`config.mk`:
```
export PLATFORM = sky130hd
export DESIGN_NAME = peak_phase_extract
export DESIGN_NICKNAME = d
export VERILOG_FILES = /design/src/rtl/localization_pkg.sv /design/src/rtl/phase_wrap_sub.sv /design/src/rtl/peak_phase_extract.sv
export SDC_FILE = /design/constraint.sdc
export NUM_CORES = 1
export LEC_CHECK = 0
export ABC_AREA = 1
export CAP_MARGIN = 15
export CORE_MARGIN = 1.5
export CORE_UTILIZATION = 30
export CTS_CLUSTER_SIZE = 28
export DETAILED_ROUTE_END_ITERATION = 8
export GPL_ROUTABILITY_DRIVEN = 0
export GPL_TIMING_DRIVEN = 0
export SETUP_SLACK_MARGIN = 0.1
export SLEW_MARGIN = 20
export SYNTH_ARGS = -nofsm -noshare
export SYNTH_HDL_FRONTEND = slang
export SYNTH_SLANG_ARGS = --single-unit
export TNS_END_PERCENT = 30
```
`constraint.sdc`:
```
create_clock -name clk_in -period 3.85 [get_ports clk_in]
set_input_delay 0.77 -clock clk_in [delete_from_list [all_inputs] [get_ports clk_in]]
set_output_delay 0.77 -clock clk_in [all_outputs]
set_load 0.05 [all_outputs]
```
`src/rtl/localization_pkg.sv`:
```
// Shared constants and types for the localization path.
// PI_Q / TWO_PI_Q are pi and 2*pi in Q2.13. The field constants locate the
// magnitude and phase inside a 32-bit polar word from the CORDIC stage.
package localization_pkg;

  localparam int PI_Q     = 25736;
  localparam int TWO_PI_Q = 51472;

  localparam int MAG_LSB = 0;
  localparam int MAG_MSB = 15;
  localparam int PH_LSB  = 16;
  localparam int PH_MSB  = 31;

  typedef logic signed [15:0] phase_t;
  typedef logic [15:0]        mag_t;

endpackage

```
`src/rtl/phase_wrap_sub.sv`:
```
// Wrapped phase difference ph_ch - ph_ref in Q2.13. The result always lies
// in (-PI_Q, PI_Q]. Purely combinational.
//   ph_ref   : reference phase (channel 0)
//   ph_ch    : phase of the channel being compared
//   diff_out : wrapped difference
module phase_wrap_sub
  import localization_pkg::*;
(
  input  phase_t ph_ref,
  input  phase_t ph_ch,
  output phase_t diff_out
);

  localparam logic signed [16:0] PI17     = 17'(PI_Q);
  localparam logic signed [16:0] TWO_PI17 = 17'(TWO_PI_Q);

  logic signed [16:0] d_raw;
  logic signed [16:0] d_wrap;

  always_comb begin
    d_raw  = 17'(ph_ch) - 17'(ph_ref);
    d_wrap = d_raw;
    if (d_raw > PI17) begin
      d_wrap = d_raw - TWO_PI17;
    end else if (d_raw <= -PI17) begin
      d_wrap = d_raw + TWO_PI17;
    end
  end

  assign diff_out = d_wrap[15:0];

endmodule

```
`src/rtl/peak_phase_extract.sv`:
```
// Per-frame peak search on the channel-0 magnitude within [BIN_LO, BIN_HI].
// At frame end the block reports the peak bin, its magnitude, and the
// wrapped phase of each channel relative to channel 0.
//   clk_in, rst_in  : clock and synchronous active-high reset
//   data_in[c]      : polar word per channel (mag [15:0], phase [31:16])
//   valid_in        : one beat = one FFT bin, all channels
//   peak_bin_out    : bin index of the frame peak
//   peak_mag_out    : channel-0 magnitude at the peak
//   phase_diff_out  : element k = phase(ch k+1) - phase(ch 0), wrapped
//   valid_out       : one-cycle pulse marking new outputs
module peak_phase_extract
  import localization_pkg::*;
#(
  parameter int CHANNELS   = 4,
  parameter int DATA_WIDTH = 32,
  parameter int FFT_SIZE   = 1024,
  parameter int BIN_LO     = 4,
  parameter int BIN_HI     = 511
) (
  input  logic                        clk_in,
  input  logic                        rst_in,
  input  logic [DATA_WIDTH-1:0]       data_in [CHANNELS],
  input  logic                        valid_in,
  output logic [$clog2(FFT_SIZE)-1:0] peak_bin_out,
  output logic [15:0]                 peak_mag_out,
  output logic signed [15:0]          phase_diff_out [CHANNELS-1],
  output logic                        valid_out
);

  localparam int BW = $clog2(FFT_SIZE);
  localparam logic [BW-1:0] LO_B   = BW'(BIN_LO);
  localparam logic [BW-1:0] HI_B   = BW'(BIN_HI);
  localparam logic [BW-1:0] LAST_B = BW'(FFT_SIZE - 1);

  mag_t   mag0;
  phase_t ph_in [CHANNELS];
  logic   load_best;

  logic [BW-1:0] bin_cnt_q, bin_cnt_d;
  mag_t          best_mag_q, best_mag_d;
  logic [BW-1:0] best_bin_q, best_bin_d;
  phase_t        best_ph_q [CHANNELS];
  phase_t        best_ph_d [CHANNELS];
  logic          done_q, done_d;

  // Snapshot of the search result, so the next frame may start overwriting
  // the best registers while the output stage still works on this frame.
  mag_t          snap_mag_q, snap_mag_d;
  logic [BW-1:0] snap_bin_q, snap_bin_d;
  phase_t        snap_ph_q [CHANNELS];
  phase_t        snap_ph_d [CHANNELS];
  logic          snap_vld_q, snap_vld_d;

  logic [BW-1:0] peak_bin_q, peak_bin_d;
  mag_t          peak_mag_q, peak_mag_d;
  phase_t        diff_q [CHANNELS-1];
  phase_t        diff_d [CHANNELS-1];
  logic          vld_q, vld_d;

  phase_t        wrap_diff [CHANNELS-1];

  always_comb begin
    mag0 = data_in[0][MAG_MSB:MAG_LSB];
    for (int unsigned c = 0; c < CHANNELS; c++) begin
      ph_in[c] = phase_t'(data_in[c][PH_MSB:PH_LSB]);
    end
  end

  // Bin BIN_LO loads unconditionally, which restarts the search for each frame.
  assign load_best = valid_in &&
                     ((bin_cnt_q == LO_B) ||
                      ((bin_cnt_q > LO_B) && (bin_cnt_q <= HI_B) && (mag0 > best_mag_q)));

  always_comb begin
    bin_cnt_d  = bin_cnt_q;
    best_mag_d = best_mag_q;
    best_bin_d = best_bin_q;
    best_ph_d  = best_ph_q;
    done_d     = 1'b0;
    if (valid_in) begin
      bin_cnt_d = bin_cnt_q + BW'(1);
      done_d    = (bin_cnt_q == LAST_B);
    end
    if (load_best) begin
      best_mag_d = mag0;
      best_bin_d = bin_cnt_q;
      best_ph_d  = ph_in;
    end
  end

  always_comb begin
    snap_mag_d = snap_mag_q;
    snap_bin_d = snap_bin_q;
    snap_ph_d  = snap_ph_q;
    snap_vld_d = done_q;
    if (done_q) begin
      snap_mag_d = best_mag_q;
      snap_bin_d = best_bin_q;
      snap_ph_d  = best_ph_q;
    end
  end

  for (genvar k = 0; k < CHANNELS - 1; k++) begin : g_wrap
    phase_wrap_sub u_wrap (
      .ph_ref  (snap_ph_q[0]),
      .ph_ch   (snap_ph_q[k+1]),
      .diff_out(wrap_diff[k])
    );
  end

  always_comb begin
    peak_bin_d = peak_bin_q;
    peak_mag_d = peak_mag_q;
    diff_d     = diff_q;
    vld_d      = snap_vld_q;
    if (snap_vld_q) begin
      peak_bin_d = snap_bin_q;
      peak_mag_d = snap_mag_q;
      diff_d     = wrap_diff;
    end
  end

  always_ff @(posedge clk_in) begin
    if (rst_in) begin
      bin_cnt_q  <= '0;
      best_mag_q <= '0;
      best_bin_q <= '0;
      best_ph_q  <= '{default: '0};
      done_q     <= 1'b0;
      snap_mag_q <= '0;
      snap_bin_q <= '0;
      snap_ph_q  <= '{default: '0};
      snap_vld_q <= 1'b0;
      peak_bin_q <= '0;
      peak_mag_q <= '0;
      diff_q     <= '{default: '0};
      vld_q      <= 1'b0;
    end else begin
      bin_cnt_q  <= bin_cnt_d;
      best_mag_q <= best_mag_d;
      best_bin_q <= best_bin_d;
      best_ph_q  <= best_ph_d;
      done_q     <= done_d;
      snap_mag_q <= snap_mag_d;
      snap_bin_q <= snap_bin_d;
      snap_ph_q  <= snap_ph_d;
      snap_vld_q <= snap_vld_d;
      peak_bin_q <= peak_bin_d;
      peak_mag_q <= peak_mag_d;
      diff_q     <= diff_d;
      vld_q      <= vld_d;
    end
  end

  assign peak_bin_out   = peak_bin_q;
  assign peak_mag_out   = peak_mag_q;
  assign phase_diff_out = diff_q;
  assign valid_out      = vld_q;

endmodule

```
==> results of run 1 <==
## sequential cells by signal, summed over array words and instances, names as in the netlist
name and cells:
best_bin_q 10, snap_mag_q 16, bin_cnt_q 10, phase_diff_out 48, peak_bin_out 10, snap_vld_q 1
valid_out 1, done_q 1, best_ph_q 64, best_mag_q 16, snap_bin_q 10, snap_ph_q 64
peak_mag_out 16
## synthesized netlist by cell type, types with 2 or more instances
cell and n:
nor2_1 448, buf_6 3, nor2_2 5, o211ai_1 4, xnor2_1 3, a21oi_2 3
clkinv_1 3, nand4_1 15, o21ai_0 255, nor3_2 2, nand3_2 5, buf_4 3
nor2_4 3, xor2_1 17, ha_1 72, a21oi_1 131, fa_1 3, nand2_2 33
nand2_4 4, nand3_1 207, and2_1 11, inv_1 263, nand3b_1 5, nor3_1 11
o21ai_1 5, buf_1 6, nand2_1 593, clkbuf_1 75, buf_2 7, dfxtp_1 267
inv_2 12
## layout make-up
class	count	area, sq um
fill	5746	32400
multi-input combinational	1850	8880
sequential	267	5350
timing repair buffer	156	1560
inverter	278	1040
clock buffer	44	885
tap	680	851
buffer	94	395
clock inverter	12	155
antenna	1	2.50
## kinds of logic after synthesis
kind of cell,after synthesis
simple gates,1350
compound gates,404
buf+inv,372
flops,267
fa+ha+maj,75
xor+xnor,21
## worst register-to-register path, cell delays in order, from the launching register on
cell and delay, ns:
dfxtp_1 0.53, inv_1 0.24, ha_1 0.36, nand2_1 0.05, nor2_1 0.13, nand2_1 0.08, nand3_2 0.10, nand2_1 0.06
nand2_1 0.13, ha_1 0.21, nand2_1 0.08, nor2_1 0.19, nor2_1 0.10, o21ai_0 0.35, nand2_1 0.11, xor2_1 0.16
nand3_1 0.07, nand3_1 0.08, nand2_1 0.07, inv_1 0.03
## per-stage QoR
step,power [mW],setup slack [ns],utilization
final,6.07,0.448,0.371
after global routing,6.26,0.264,0.371
after CTS,6.13,0.481,0.371
after detailed placement,3.11,-0.0999,0.351
after global placement,3.11,-0.0931,0.351
after floorplan,2.96,1.23,-
## per-layer routing
metal | vias to the layer above | GRT usage | wire length [microns]
li1 | 8335 | - | -
met1 | 6998 | 0.259 | 24600
met2 | 367 | 0.307 | 22200
met3 | 67 | 0.0297 | 2900
met4 | 4 | 0.0490 | 1210
met5 | - | 0 | 23
## final timing paths
kind | startpoint | to | slack, ns | depth (start not counted)
min reg2reg | best_bin_q[9]$_SDFFE_PP0P_ | best_bin_q[9]$_SDFFE_PP0P_ | 0.45 | 2
min | best_bin_q[9]$_SDFFE_PP0P_ | best_bin_q[9]$_SDFFE_PP0P_ | 0.45 | 2
max reg2reg | snap_ph_q[49]$_SDFFE_PP0P_ | phase_diff_out[30]$_SDFFE_PP0P_ | 0.62 | 19
max | data_in[99] | best_ph_q[26]$_SDFFE_PP0P_ | 0.45 | 14
## report_power, final
group / leakage, nW / internal [mW] / switching [mW]
clock: 0.505 / 1.80 / 1.23
sequential: 2.15 / 2.78 / 0.0106
combinational: 6.44 / 0.119 / 0.139
==> summary.txt, run 1 <==
Clock tree
  • CTS root buf: clkbuf_16
  • Post-CTS Hold Buffers: 0
  • Later-pin clock latency in the skew report: just under 0.6 ns
  • Max Root-Sink Buffers: 3
  • CTS tree: built
  • Resize count post-CTS: 0
  • Sink Count: 267
  • CTS H-tree lvls: 1
  • Clk pin slew, worst setup/hold paths: 0.06 ns
  • CTS Buf Count: 31
  • Postcts setup bufs: 0

Timing
  • Worst hold slack: 0.449 ns
  • Max Clock Freq: 0.294 GHz
  • Slew Limit Headroom: 0.462
  • Final hold vios: 0
  • Fin crit share: 0.884
  • Fin Clk Skew: 0.0291 ns
  • RSZ-0062 raised after global routing: false
  • Transition time of the tightest slew-check pin: 0.806 ns
  • Setup Viol. Count Final: 0
  • Final Slew Violations: 0
  • Period minus WS final: 3.40 ns
  • Setup TNS: 0 ns

Drt
  • Vias: 15,800
  • Post-detailed-route wirelength per cell: 15.1 microns
  • Drc violations: 0
  • Via/cell ratio: 4.66
  • TritonRoute pass-1 iters: 6
  • 1st-iter DRT viols: 1,066
  • Post-Route WL: 50,900 microns
  • Antenna-violating nets left: 0

Critical path
  • Crit path DAT: roughly 3.9 ns
  • CP required: 4.36 ns
  • CP Max Fanout: 10
  • Buf/Inv on CP: 3
  • Delay-heaviest family, CP: buffers and inverters
  • Cells along the critical path: clkdlybuf4s50_1 > ha_1 > a21oi_1 > o21a_1 > o211ai_1 > nand3_1 > o2111ai_1 > nand2_1 > nand2_1 > nand2_1 > clkbuf_1 > clkbuf_1 > o21ai_0 > nor2_1
  • Worst path slowest cell: clkbuf_1
  • Critical Path Source Type: input pin
  • CP Capture Type: flop
  • Slowest stage delay, CP: 0.48 ns
  • Most Frequent Cell on Critical Path: nand2_1
  • Critical path class: input pin to flop

Die
  • Die Y: 232 microns
  • DIE WIDTH: 232 microns
  • # IOs: around 200
  • Die area: 53,600 sq um
  • Row Count: 83
  • Starting density of the core: 0.304
  • Core area: 51,500 sq um

Synth
  • Syn_nets: 2,695
  • Post-synth EDFFs: 0
  • Synth Area per Inst: roughly 6.3 sq um
  • Post-Synth XOR/XNOR Area: 0.0122
  • Yosys top cell by area: dfxtp_1
  • Mux cell area share after synthesis: 0
  • Adder-Cell Fraction of Synth Area: 0.0613
  • Synth top area cells: dfxtp_1 (34%), nand2_1 (14%), nor2_1 (11%)
  • Sequential element share of the synthesized area: 0.341
  • Yosys cell types: between 40 and 50
  • Synth Area in Compound Gates: 0.132
  • FFs w/ async S/R, synth: 0
  • Yosys top cell area share: 0.341
  • Largest family of logic cells by synthesized area: simple AND/OR/NAND/NOR gates
  • Post-Syn Area: 15,700 sq um
  • Yosys Warn Count: 0
  • Post-synthesis simple-gate area fraction: 0.362
  • Cells after Synth: approximately 2,500
  • Top FF cell, synth: dfxtp_1
  • FF+latch count, synth: between 200 and 300

Finish
  • Commonest cells after routing, fill and taps aside: nand2_1 (593), nor2_1 (448), dfxtp_1 (267)
  • Area grow syn2layout: 22.1%
  • Nets: 2,884
  • Non-filler instance count after layout: 3,382
  • Finished Cell Area: 19,100 sq um
  • Ratio of cells with drive above 1 in the final layout: 0.0500
  • Most common cell after layout, fill and taps aside: nand2_1

Global routing
  • Vias in the first global route: about 15,000
  • Overflow after GRT: 0
  • Largest net degree at the start of global routing: 16
  • First-pass GRT wire length: 80,800 microns
  • Antenna violations before repair: 4
  • Tot GR Track Use: 0.189

Placement
  • Detailed placement HPWL: 40,100 microns
  • DP Cell Count: roughly 3,300
  • Placed cell area: 18,100 sq um
  • # port buffers: 156

Pwr
  • Peak supply drop: 0.330 mV
  • Leak: 9.09 nW
  • Pwr dens: 318 nW/um^2

Status
  • Outcome: completed

Worst hold path
  • Min-delay worst type: flop to flop

Job
  • MaxCap Viol Count: 0
(Power assumes the default switching activity.)
==> run 2, diff against run 1 <==
--- a/config.mk
+++ b/config.mk
@@ -6,6 +6,7 @@
 export NUM_CORES = 1
 export LEC_CHECK = 0
 export ABC_AREA = 1
+export ABC_CLOCK_PERIOD_IN_PS = 3850
 export CAP_MARGIN = 15
 export CORE_MARGIN = 1.5
 export CORE_UTILIZATION = 30
==> results of run 2 <==
The final DEF is identical to that of run 1; final timing and power are the same.
==> run 3, diff against run 2 <==
--- a/config.mk
+++ b/config.mk
@@ -10,7 +10,7 @@
 export CAP_MARGIN = 15
 export CORE_MARGIN = 1.5
 export CORE_UTILIZATION = 30
-export CTS_CLUSTER_SIZE = 28
+export CTS_CLUSTER_SIZE = 20
 export DETAILED_ROUTE_END_ITERATION = 8
 export GPL_ROUTABILITY_DRIVEN = 0
 export GPL_TIMING_DRIVEN = 0
@@ -18,5 +18,6 @@
 export SLEW_MARGIN = 20
 export SYNTH_ARGS = -nofsm -noshare
 export SYNTH_HDL_FRONTEND = slang
+export SYNTH_HIERARCHICAL = 1
 export SYNTH_SLANG_ARGS = --single-unit
 export TNS_END_PERCENT = 30
==> summary.txt, run 3 <==
Status
  • Outcome: completed (unchanged)

Timing
  • Period minus WS final: 3.24 ns (was 3.40 ns)
  • RSZ-0062 raised after global routing: false (unchanged)
  • Final hold vios: 0 (unchanged)
  • Setup TNS: 0 ns (unchanged)
  • Fin crit share: 0.841 (was 0.884)
  • Transition time of the tightest slew-check pin: 0.981 ns (was 0.806 ns)
  • Fin Clk Skew: 0.0152 ns (was 0.0291 ns)
  • Max Clock Freq: 0.309 GHz (was 0.294 GHz)
  • Worst hold slack: 0.456 ns (was 0.449 ns)
  • Slew Limit Headroom: 0.346 (was 0.462)
  • Setup Viol. Count Final: 0 (unchanged)
  • Final Slew Violations: 0 (unchanged)

Critical path
  • R2R Setup Slk: 0.61 ns (was 0.62 ns)
  • Reg2Reg Launch Point: snap_ph_q[48]$_SDFFE_PP0P_ (was snap_ph_q[49]$_SDFFE_PP0P_)
  • CP required: 4.33 ns (was 4.36 ns)
  • R2r endpoint: phase_diff_out[22]$_SDFFE_PP0P_ (was phase_diff_out[30]$_SDFFE_PP0P_)
  • CP Capture Type: flop (unchanged)
  • CP startpoint: snap_ph_q[48]$_SDFFE_PP0P_ (was data_in[99])
  • Critical Path Source Type: flop (was input pin)
  • Worst Setup EP: phase_diff_out[22]$_SDFFE_PP0P_ (was best_ph_q[26]$_SDFFE_PP0P_)
  • Crit path DAT: 3.71 ns (was 3.91 ns)
  • Reg2reg path depth: 19 (unchanged)
  • CP Max Fanout: 10 (unchanged)
  • Critical path class: flop to flop (was input pin to flop)

Global routing
  • Overflow after GRT: 0 (unchanged)
  • Tot GR Track Use: 0.183 (was 0.189)
  • First-pass GRT wire length: 84,300 microns (was 80,800 microns)
  • Antenna violations before repair: 0 (was 4)
  • Largest net degree at the start of global routing: 14 (was 16)
  • Vias in the first global route: 15,900 (was 14,600)

Job
  • MaxCap Viol Count: 0 (unchanged)

Finish
  • FILL cells: 6,303 (was 5,746)
  • Commonest cells after routing, fill and taps aside: nand2_1 (703), nor2_1 (483), inv_1 (376) (was nand2_1 (593), nor2_1 (448), dfxtp_1 (267))
  • Most common cell after layout, fill and taps aside: nand2_1 (unchanged)
  • Ratio of cells with drive above 1 in the final layout: 0.0636 (was 0.0500)
  • Finished Cell Area: 20,700 sq um (was 19,100 sq um)
  • Nets: 3,187 (was 2,884)
  • Diodes inserted: 0 (was 1)
  • Area grow syn2layout: 21.7% (was 22.1%)

Die
  • Die Y: 241 microns (was 232 microns)
  • DIE WIDTH: 241 microns (was 232 microns)
  • Starting density of the core: 0.303 (was 0.304)
  • Core area: 56,200 sq um (was 51,500 sq um)
  • Die area: 58,100 sq um (was 53,600 sq um)
  • Row Count: 87 (was 83)
  • # IOs: 206 (unchanged)

Placement
  • # port buffers: 157 (was 156)
  • Detailed placement HPWL: 41,600 microns (was 40,100 microns)
  • Placed cell area: 19,500 sq um (was 18,100 sq um)

Clock tree
  • Max Root-Sink Buffers: 3 (unchanged)
  • Clk pin slew, worst setup/hold paths: 0.06 ns (about the same)
  • CTS H-tree lvls: 2 (was 1)
  • Post-CTS Hold Buffers: 0 (unchanged)
  • Later-pin clock latency in the skew report: 0.54 ns (was 0.59 ns)
  • CTS root buf: clkbuf_16 (unchanged)
  • Resize count post-CTS: 0 (unchanged)
  • CTS Buf Count: 34 (was 31)
  • CTS tree: built (unchanged)
  • Sink Count: 267 (unchanged)
  • Postcts setup bufs: 0 (unchanged)

Drt
  • Vias: 17,000 (was 15,800)
  • 1st-iter DRT viols: 969 (was 1,066)
  • TritonRoute pass-1 iters: 5 (was 6)
  • Via/cell ratio: 4.51 (was 4.66)
  • Drc violations: 0 (unchanged)
  • Post-detailed-route wirelength per cell: 14.1 microns (was 15.1 microns)
  • Post-Route WL: 52,800 microns (was 50,900 microns)
  • Antenna-violating nets left: 0 (unchanged)

Synth
  • Top FF cell, synth: dfxtp_1 (unchanged)
  • Top cells by count, synth: nand2_1 (703), nor2_1 (483), inv_1 (376) (was nand2_1 (593), nor2_1 (448), dfxtp_1 (267))
  • Sequential element share of the synthesized area: 0.314 (was 0.341)
  • FF+latch count, synth: 267 (unchanged)
  • Synth Area per Inst: 6.10 sq um (was 6.29 sq um)
  • Post-synth EDFFs: 0 (unchanged)
  • FFs w/ async S/R, synth: 0 (unchanged)
  • Syn_nets: 2,994 (was 2,695)
  • Yosys Warn Count: 6 (was 0)
  • Yosys top cell area share: 0.314 (was 0.341)
  • Post-Syn Area: 17,000 sq um (was 15,700 sq um)
  • Yosys top cell by area: dfxtp_1 (unchanged)
  • Synth top area cells: dfxtp_1 (31%), nand2_1 (16%), nor2_1 (11%) (was dfxtp_1 (34%), nand2_1 (14%), nor2_1 (11%))
  • Count leader, synth: nand2_1 (unchanged)
  • Yosys cell types: 36 (was 46)
  • Cells after Synth: 2,788 (was 2,489)

Pwr
  • Peak supply drop: 0.309 mV (was 0.330 mV)
  • Pwr dens: 314 nW/um^2 (was 318 nW/um^2)
  • Leak: 10.6 nW (was 9.09 nW)

Worst hold path
  • Min-delay worst type: flop to flop (unchanged)
==> run 3: cell count changes in the layout (fill, tap and decap cells not counted), sizes merged, moves of 4 or more <==
cell    delta
buf       +37
o21ai     -83
o211ai     -4
xor2      +12
a21oi     +11
clkbuf    -14
nand3     +60
nand2    +125
nor2      +36
inv      +114
==> run 3: worst min-delay path by stage <==
stage	slack, ns	endpoint	cells after the start	from
detailed placement	0.45	best_bin_q[9]$_SDFFE_PP0P_	2	best_bin_q[9]$_SDFFE_PP0P_
global route	0.48	best_bin_q[9]$_SDFFE_PP0P_	2	best_bin_q[9]$_SDFFE_PP0P_
global placement	0.43	best_bin_q[9]$_SDFFE_PP0P_	2	best_bin_q[9]$_SDFFE_PP0P_
finish	0.46	best_bin_q[9]$_SDFFE_PP0P_	2	best_bin_q[9]$_SDFFE_PP0P_
floorplan	0.42	best_bin_q[9]$_SDFFE_PP0P_	2	best_bin_q[9]$_SDFFE_PP0P_
CTS	0.46	best_bin_q[9]$_SDFFE_PP0P_	2	best_bin_q[9]$_SDFFE_PP0P_
==> run 3: where the power goes <==
part	leakage [nW]	internal [mW]	switching, mW	total, mW
combinational	7.84	0.144	0.201	0.345
sequential	2.15	2.78	0.0109	2.79
clock	0.567	2.05	1.30	3.35
==> run 3: per-stage QoR <==
step,power [mW],utilization,instances,setup WS (ns)
3_5_place_dp,3.20,0.347,3701,0.598
3_3_place_gp,3.20,0.347,3701,0.630
5_1_grt,6.70,0.368,3759,0.192
2_1_floorplan,3.02,-,2788,1.22
4_1_cts,6.55,0.368,3759,0.573
6_report,6.49,0.368,3759,0.614
==> run 3: cells by family after synthesis <==
group / share of synthesized area
AOI/OAI and AO/OA: 0.0958
DFF: 0.314
xor gates and xnor gates: 0.0180
and+or+nand+nor: 0.391
buffers and inverters: 0.124
adders and majority gates: 0.0565
==> run 3: critical path: stages, from the launching register on <==
cell and delay, ns:
dfxtp_1 0.42, ha_1 0.28, fa_1 0.41, inv_1 0.10, nand3_1 0.09, nand2_1 0.13
nand2_1 0.06, nand2_1 0.21, ha_1 0.22, inv_1 0.04, nor2_1 0.23, nand2_1 0.10
nor2_1 0.10, nand4_1 0.11, nand3_1 0.15, buf_4 0.20, nand3_1 0.09, nand2_1 0.06
nor2_1 0.05, nor2_1 0.11
==> run 3: per-layer routing <==
metal / GRT usage / vias up / share of wire
li1: - / 9062 / -
met1: 0.247 / 7491 / 0.48
met2: 0.297 / 340 / 0.44
met3: 0.0255 / 71 / 0.044
met4: 0.0627 / 0 / 0.030
met5: 0 / - / 0
==> run 3: final cells by class <==
class | count | area, sq um | share of cell area
Sequential cell | 267 | 5350 | 0.259
Multi-Input combinational cell | 2010 | 9540 | 0.461
Buffer | 120 | 644 | 0.0312
Clock inverter | 17 | 245 | 0.0119
Clock buffer | 41 | 918 | 0.0444
Inverter | 391 | 1470 | 0.0710
Tap cell | 756 | 946 | 0.0457
Timing Repair Buffer | 157 | 1570 | 0.0760
